===== config.mk =====
export PLATFORM = sky130hd
export DESIGN_NAME = interface_memoria_flat
export DESIGN_NICKNAME = d
export VERILOG_FILES = /design/src/rtl/interface_memoria_if.sv /design/src/rtl/interface_memoria.sv /design/src/flat_wrapper.sv
export SDC_FILE = /design/constraint.sdc
export NUM_CORES = 1
export LEC_CHECK = 0
export BUFFER_PORTS_ARGS = -buffer_cell sky130_fd_sc_hd__buf_4
export CAP_MARGIN = 20
export CORE_ASPECT_RATIO = 2
export CORE_MARGIN = 1
export CORE_UTILIZATION = 30
export DETAILED_ROUTE_END_ITERATION = 7
export GPL_TIMING_DRIVEN = 1
export HOLD_SLACK_MARGIN = 0.03
export PLACE_DENSITY_LB_ADDON = 0.15
export SYNTH_ARGS = -nofsm -noshare
export SYNTH_HDL_FRONTEND = slang
export SYNTH_SLANG_ARGS = --single-unit
export TNS_END_PERCENT = 1

===== constraint.sdc =====
create_clock -name clk_i -period 3 [get_ports clk_i]
set_clock_uncertainty 0.2 [all_clocks]
set_input_delay 0.45 -clock clk_i [delete_from_list [all_inputs] [get_ports clk_i]]
set_output_delay 0.45 -clock clk_i [all_outputs]
set_load 0.005 [all_outputs]

===== src/rtl/interface_memoria_if.sv =====
// Bundles the controller/memory-facing signals of the memory interface stage.
// Master = controller plus memory model; slave = interface_memoria.
// Address width follows ADDR_W; data paths are fixed 32-bit words.
interface interface_memoria_if #(
    parameter int ADDR_W = 32
);
    // Request side, driven by the controller
    logic              req;
    logic              esc;
    logic              iou_d;
    logic [ADDR_W-1:0] pc;
    logic [ADDR_W-1:0] ula_saida;
    logic [31:0]       dado_esc;
    logic              ir_esc;

    // Memory side
    logic [31:0]       mem_rdata;
    logic [ADDR_W-1:0] mem_addr;
    logic [31:0]       mem_wdata;
    logic              mem_rd;
    logic              mem_wr;

    // Data and instruction registers, decoded fields, status
    logic [31:0]       mdr;
    logic [31:0]       instr;
    logic [5:0]        opcode;
    logic [5:0]        instr_arit;
    logic [4:0]        rs;
    logic [4:0]        rt;
    logic [4:0]        rd;
    logic [15:0]       imm;
    logic              pronto;
    logic              ocupado;
    logic              erro_alinh;

    modport master (
        output req, esc, iou_d, pc, ula_saida, dado_esc, ir_esc, mem_rdata,
        input  mem_addr, mem_wdata, mem_rd, mem_wr, mdr, instr, opcode,
               instr_arit, rs, rt, rd, imm, pronto, ocupado, erro_alinh
    );

    modport slave (
        input  req, esc, iou_d, pc, ula_saida, dado_esc, ir_esc, mem_rdata,
        output mem_addr, mem_wdata, mem_rd, mem_wr, mdr, instr, opcode,
               instr_arit, rs, rt, rd, imm, pronto, ocupado, erro_alinh
    );
endinterface


===== src/rtl/interface_memoria.sv =====
// Memory access stage: one word read/write per request, MDR capture, instruction register.
// Latency: read = LAT_LEITURA+1 cycles to pronto, write = 2, misaligned = 1.
// Backpressure: none; requests arriving while busy (ocupado) are dropped, never queued.
module interface_memoria #(
    parameter int LAT_LEITURA = 2,
    parameter int ADDR_W      = 32
) (
    input  logic                 clk_i,
    input  logic                 rst_n_i,
    interface_memoria_if.slave   mem_if
);

    typedef enum logic [1:0] {
        OCIOSO    = 2'd0,
        LEITURA   = 2'd1,
        ESCRITA   = 2'd2,
        CONCLUIDO = 2'd3
    } estado_t;

    // Counter value of the last read cycle; MDR samples mem_rdata at its closing edge
    localparam logic [2:0] CNT_FIM = 3'(LAT_LEITURA - 1);

    estado_t           estado_q, estado_d;
    logic [2:0]        cnt_q, cnt_d;
    logic              erro_q, erro_d;
    logic [ADDR_W-1:0] mem_addr_q, mem_addr_d;
    logic [31:0]       mem_wdata_q, mem_wdata_d;
    logic [31:0]       mdr_q, mdr_d;
    logic [31:0]       instr_q, instr_d;
    logic [ADDR_W-1:0] addr_sel;

    assign addr_sel = mem_if.iou_d ? mem_if.ula_saida : mem_if.pc;

    // State and datapath registers; reset aborts any access in flight
    always_ff @(posedge clk_i or negedge rst_n_i) begin
        if (!rst_n_i) begin
            estado_q    <= OCIOSO;
            cnt_q       <= '0;
            erro_q      <= 1'b0;
            mem_addr_q  <= '0;
            mem_wdata_q <= '0;
            mdr_q       <= '0;
            instr_q     <= '0;
        end else begin
            estado_q    <= estado_d;
            cnt_q       <= cnt_d;
            erro_q      <= erro_d;
            mem_addr_q  <= mem_addr_d;
            mem_wdata_q <= mem_wdata_d;
            mdr_q       <= mdr_d;
            instr_q     <= instr_d;
        end
    end

    // Next-state and datapath update; everything holds unless a transition says otherwise
    always_comb begin
        estado_d    = estado_q;
        cnt_d       = cnt_q;
        erro_d      = erro_q;
        mem_addr_d  = mem_addr_q;
        mem_wdata_d = mem_wdata_q;
        mdr_d       = mdr_q;

        unique case (estado_q)
            OCIOSO: begin
                if (mem_if.req) begin
                    mem_addr_d  = addr_sel;
                    mem_wdata_d = mem_if.dado_esc;
                    cnt_d       = '0;
                    if (addr_sel[1:0] != 2'b00) begin
                        // Misaligned: report straight away, memory is never touched
                        erro_d   = 1'b1;
                        estado_d = CONCLUIDO;
                    end else begin
                        erro_d   = 1'b0;
                        estado_d = mem_if.esc ? ESCRITA : LEITURA;
                    end
                end
            end
            LEITURA: begin
                cnt_d = cnt_q + 3'd1;
                if (cnt_q == CNT_FIM) begin
                    mdr_d    = mem_if.mem_rdata;
                    estado_d = CONCLUIDO;
                end
            end
            ESCRITA: begin
                estado_d = CONCLUIDO;
            end
            CONCLUIDO: begin
                erro_d   = 1'b0;
                estado_d = OCIOSO;
            end
            default: begin
                estado_d = OCIOSO;
            end
        endcase
    end

    // Instruction register loads from the pre-edge MDR, independent of state
    always_comb begin
        instr_d = instr_q;
        if (mem_if.ir_esc) begin
            instr_d = mdr_q;
        end
    end

    assign mem_if.mem_addr   = mem_addr_q;
    assign mem_if.mem_wdata  = mem_wdata_q;
    assign mem_if.mem_rd     = (estado_q == LEITURA);
    assign mem_if.mem_wr     = (estado_q == ESCRITA);
    assign mem_if.mdr        = mdr_q;
    assign mem_if.instr      = instr_q;
    assign mem_if.opcode     = instr_q[31:26];
    assign mem_if.instr_arit = instr_q[5:0];
    assign mem_if.rs         = instr_q[25:21];
    assign mem_if.rt         = instr_q[20:16];
    assign mem_if.rd         = instr_q[15:11];
    assign mem_if.imm        = instr_q[15:0];
    assign mem_if.pronto     = (estado_q == CONCLUIDO);
    assign mem_if.ocupado    = (estado_q != OCIOSO);
    assign mem_if.erro_alinh = (estado_q == CONCLUIDO) && erro_q;

endmodule


===== src/flat_wrapper.sv =====
// flat-port wrapper written by rule: the top's interface ports become plain ports
module interface_memoria_flat 
#(
    parameter int LAT_LEITURA = 2,
    parameter int ADDR_W      = 32
)
  (clk_i, rst_n_i, mem_if_req, mem_if_esc, mem_if_iou_d, mem_if_pc, mem_if_ula_saida, mem_if_dado_esc, mem_if_ir_esc, mem_if_mem_rdata, mem_if_mem_addr, mem_if_mem_wdata, mem_if_mem_rd, mem_if_mem_wr, mem_if_mdr, mem_if_instr, mem_if_opcode, mem_if_instr_arit, mem_if_rs, mem_if_rt, mem_if_rd, mem_if_imm, mem_if_pronto, mem_if_ocupado, mem_if_erro_alinh);
  interface_memoria_if #(.ADDR_W(ADDR_W)) mem_if_i ();
  input  logic clk_i;
  input  logic rst_n_i;
  input wire logic [$bits(mem_if_i.req)-1:0] mem_if_req;
  input wire logic [$bits(mem_if_i.esc)-1:0] mem_if_esc;
  input wire logic [$bits(mem_if_i.iou_d)-1:0] mem_if_iou_d;
  input wire logic [$bits(mem_if_i.pc)-1:0] mem_if_pc;
  input wire logic [$bits(mem_if_i.ula_saida)-1:0] mem_if_ula_saida;
  input wire logic [$bits(mem_if_i.dado_esc)-1:0] mem_if_dado_esc;
  input wire logic [$bits(mem_if_i.ir_esc)-1:0] mem_if_ir_esc;
  input wire logic [$bits(mem_if_i.mem_rdata)-1:0] mem_if_mem_rdata;
  output wire logic [$bits(mem_if_i.mem_addr)-1:0] mem_if_mem_addr;
  output wire logic [$bits(mem_if_i.mem_wdata)-1:0] mem_if_mem_wdata;
  output wire logic [$bits(mem_if_i.mem_rd)-1:0] mem_if_mem_rd;
  output wire logic [$bits(mem_if_i.mem_wr)-1:0] mem_if_mem_wr;
  output wire logic [$bits(mem_if_i.mdr)-1:0] mem_if_mdr;
  output wire logic [$bits(mem_if_i.instr)-1:0] mem_if_instr;
  output wire logic [$bits(mem_if_i.opcode)-1:0] mem_if_opcode;
  output wire logic [$bits(mem_if_i.instr_arit)-1:0] mem_if_instr_arit;
  output wire logic [$bits(mem_if_i.rs)-1:0] mem_if_rs;
  output wire logic [$bits(mem_if_i.rt)-1:0] mem_if_rt;
  output wire logic [$bits(mem_if_i.rd)-1:0] mem_if_rd;
  output wire logic [$bits(mem_if_i.imm)-1:0] mem_if_imm;
  output wire logic [$bits(mem_if_i.pronto)-1:0] mem_if_pronto;
  output wire logic [$bits(mem_if_i.ocupado)-1:0] mem_if_ocupado;
  output wire logic [$bits(mem_if_i.erro_alinh)-1:0] mem_if_erro_alinh;
  assign mem_if_i.req = mem_if_req;
  assign mem_if_i.esc = mem_if_esc;
  assign mem_if_i.iou_d = mem_if_iou_d;
  assign mem_if_i.pc = mem_if_pc;
  assign mem_if_i.ula_saida = mem_if_ula_saida;
  assign mem_if_i.dado_esc = mem_if_dado_esc;
  assign mem_if_i.ir_esc = mem_if_ir_esc;
  assign mem_if_i.mem_rdata = mem_if_mem_rdata;
  assign mem_if_mem_addr = mem_if_i.mem_addr;
  assign mem_if_mem_wdata = mem_if_i.mem_wdata;
  assign mem_if_mem_rd = mem_if_i.mem_rd;
  assign mem_if_mem_wr = mem_if_i.mem_wr;
  assign mem_if_mdr = mem_if_i.mdr;
  assign mem_if_instr = mem_if_i.instr;
  assign mem_if_opcode = mem_if_i.opcode;
  assign mem_if_instr_arit = mem_if_i.instr_arit;
  assign mem_if_rs = mem_if_i.rs;
  assign mem_if_rt = mem_if_i.rt;
  assign mem_if_rd = mem_if_i.rd;
  assign mem_if_imm = mem_if_i.imm;
  assign mem_if_pronto = mem_if_i.pronto;
  assign mem_if_ocupado = mem_if_i.ocupado;
  assign mem_if_erro_alinh = mem_if_i.erro_alinh;
  interface_memoria #(.LAT_LEITURA(LAT_LEITURA), .ADDR_W(ADDR_W)) u_core (.clk_i(clk_i), .rst_n_i(rst_n_i), .mem_if(mem_if_i));
endmodule

==> reports/qor.txt <==
==========================================================================================
Number of hold-repair buffers added at the cts stage ........................           35
Clock Tree Buf Depth ........................................................            2
Count of buffers added by post-CTS timing repair for setup ..................            0
Cell area after technology mapping .......................................... 0.005831 sq mm
Via density .................................................................        4.416
Clock latency on the worst-skew pair ........................................      0.41 ns
IO Count ....................................................................          310
Root buffer cell ............................................................    clkbuf_16
Setup repair after global routing missed its margin .........................        false
Prevailing post-synth register cell .........................................      dfrtp_1
Drt first pass iters ........................................................            4
Detailed placer's ending HPWL ...............................................     11510 um
Setup total negative slack ..................................................         0 ns
Path category of the worst min-delay check ..................................    in -> reg
Vias in the first global route ..............................................         4713
Area of the die ............................................................. 0.02003 sq mm
Leakage power ...............................................................     4.459 nW
Data required time at the worst endpoint ....................................      3.14 ns
Run status ..................................................................    completed
Yosys Warn Count ............................................................            0
Net switching power of the design ...........................................     2.759 mW
Slew at the pin closest to its max-slew limit ...............................    0.6171 ns
Clock edge transition at the registers on the reported setup and hold paths .      0.06 ns
Post-route fraction of the period consumed by the critical path .............       0.7988
Unique masters post-synth ...................................................           30
Cells taking the most area after synthesis .................................. dfrtp_1 (58%), mux2_1 (18%), buf_4 (5.9%), mux2i_1 (5.7%), o21ai_1 (2.7%)
Worst Path Class, Setup .....................................................   reg -> reg
Number of clock buffers inserted by TritonCTS ...............................           17
Count of maximum capacitance violations .....................................            0
Overall track demand over capacity in global routing ........................       0.1543
Maximum ir drop on the vdd rail .............................................     380.2 uV
Fraction of power spent switching nets ......................................       0.2999
Pwr Total ...................................................................     9.200 mW
Cell-internal power .........................................................     6.441 mW
Total of flip-flops plus latches after synthesis ............................          134
TritonCTS Sinks .............................................................          134
Final Core Density ..........................................................       0.4785
Global-route wire length before repair ......................................     23360 um
Drt first-iter violations ...................................................          112
Avg Inst Size Synth .........................................................  13.37 sq um
Top cells by instance count after synthesis ................................. dfrtp_1 (134), mux2_1 (94), buf_4 (46), nand2_1 (37), mux2i_1 (33)
Highest clock rate ..........................................................    417.3 MHz
Signal arrival time at the worst endpoint ...................................      2.53 ns
Maximum fanout count along the critical path ................................           44
Die height ..................................................................     199.2 um
Area growth from synthesis to final layout ..................................       55.28%
Standard cell core area ..................................................... 0.01892 sq mm
CP Launch Type ..............................................................    flip-flop
Sequential-to-total area share from yosys stat ..............................       0.5751
Number of enable-type register cells in the synthesized netlist .............            0
Detail Route Antenna Nets ...................................................            0
Flop pwr share ..............................................................        0.366
Antenna violations before repair ............................................            0
Aggregate global routing overflow ...........................................            0
TritonCTS clock tree ........................................................          yes
Minimum clock period after layout ...........................................     2.396 ns
Number of H-tree branching levels ...........................................            4
# rows ......................................................................           71
Initial core utilization ....................................................       0.3081
Count of final max-slew check failures ......................................            0
Share of total power in combinational logic .................................        0.384
Worst slew slack as a fraction of its limit .................................       0.5886
Async set-or-reset flop fraction in the synthesized netlist .................        1.000
Final Hold Fails ............................................................            0
Cell count after synthesis ..................................................          436
Largest area contributor in the synthesized netlist .........................      dfrtp_1
Number of input and output port buffers inserted ............................          309
Number of antenna diodes ....................................................            0
Post-route DRC violation count ..............................................            0
Final nets ..................................................................          877
Total vias in the final route ...............................................         4438
Top cell type's share of synthesized area ...................................       0.5751
CP endpoint kind ............................................................    flip-flop
Post-Synthesis Net Count ....................................................          576
Clock network fraction of design power ......................................        0.250
Gp weighted congestion ......................................................       0.7024
Final routed wire length divided by cell count ..............................     15.04 um
Power density cells ......................................................... 1016 mW/mm^2
Most instantiated library cell after synthesis ..............................      dfrtp_1
Setup violation total in the final timing report ............................            0
Ratio of cells with drive above 1 in the final layout .......................       0.4667
Die width ...................................................................     100.6 um
Pin count of the biggest net entering global routing ........................           65
Post-CTS Resized ............................................................            0
Routed wire length ..........................................................     15120 um
WHS .........................................................................   0.05064 ns
==========================================================================================
[area by class of cell]
cell class	count	area (sq um)
clock inverter	12	198.9
sequential	134	3353
fill	1761	9868
timing repair buffer	348	2716
clock buffer	20	456.7
tap	255	319.1
inverter	4	15.01
multi-input combinational	232	1994
[cell families (layout without fill, tap and decap cells)]
family	Yosys count	count (layout)	synth area share
and+or+nand+nor	50	50	0.04120
DFF	134	134	0.5751
AOI/OAI and AO/OA	46	46	0.04356
muxes	129	129	0.2421
xor gates and xnor gates	1	1	0.001502
buffers and inverters	70	384	0.08369
adders and majority gates	6	6	0.01288
[final timing paths]
kind / from / to / slack (ns) / cells after the start
min reg2reg: u_core.mem_if.mem_addr[15]$_DFFE_PN0P_ / u_core.mem_if.mem_addr[15]$_DFFE_PN0P_ / 0.29 / 2
max reg2reg: u_core.estado_q[0]$_DFFE_PN0P_ / u_core.mem_if.mem_addr[24]$_DFFE_PN0P_ / 0.60 / 7
min in group asynchronous: rst_n_i / u_core.mem_if.mdr[20]$_DFFE_PN0P_ / 0.39 / 2
min: mem_if_dado_esc[7] / u_core.mem_if.mem_wdata[7]$_DFFE_PN0P_ / 0.05 / 2
max in group asynchronous: rst_n_i / u_core.mem_if.mdr[30]$_DFFE_PN0P_ / 1.46 / 3
max: u_core.estado_q[0]$_DFFE_PN0P_ / u_core.mem_if.mem_addr[24]$_DFFE_PN0P_ / 0.60 / 7
[layout by cell type (no fill, tap or decap), drive strengths merged, types with 4 or more instances in the layout]
master | Yosys | final
nand2 | 38 | 38
bufinv | 0 | 5
o21ai | 35 | 35
clkbuf | 3 | 20
mux2 | 96 | 96
ha | 6 | 6
a21oi | 4 | 4
dfrtp | 134 | 134
mux2i | 33 | 33
buf | 63 | 313
clkinv | 0 | 5
dlygate4sd3 | 0 | 35
nand3b | 4 | 4
inv | 4 | 5
[worst max-delay path, stage by stage, from the launching register on]
cell and delay, ns:
dfrtp_1 0.38, inv_1 0.09, ha_1 0.33, nand2_4 0.45, buf_4 0.44, buf_4 0.26, nand2_1 0.06, o21ai_1 0.07
[registers in the layout, summed over array words and instances, names as in the netlist]
name	count
u_core.erro_q	1
u_core.mem_if.mdr	32
u_core.mem_if.mem_addr	32
u_core.estado_q	2
u_core.mem_if.mem_wdata	32
u_core.cnt_q	3
u_core.mem_if.instr	32
[power by group through the flow]
stage	clock, mW	combinational, mW	sequential (mW)
after floorplan	0	1.63	3.35
after global placement	0	3.51	3.35
after detailed placement	0	3.58	3.41
after CTS	2.38	3.61	3.39
after global routing	2.45	3.90	3.51
final	2.30	3.53	3.36
[metrics by stage]
stage | instance area [sq um] | instances | worst slack [ns]
after detailed placement | 8048 | 938 | 0.5826
after CTS | 9054 | 1005 | 0.5672
after floorplan | 5831 | 436 | 1.321
after global routing | 9054 | 1005 | 0.4034
after global placement | 8048 | 938 | 0.6750
final | 9054 | 1005 | 0.6037
[routing by layer]
metal | wire (um) | global-route usage | vias to the layer above | part of all wire
met1 | 5057 | 0.1428 | 2158 | 0.33
met5 | 0 | 0 | - | 0
met4 | 420 | 0.07139 | 0 | 0.028
met2 | 8778 | 0.2998 | 192 | 0.58
met3 | 862 | 0.04582 | 24 | 0.057
li1 | - | - | 2064 | -
No activity file was read; power rests on OpenSTA's default activity.
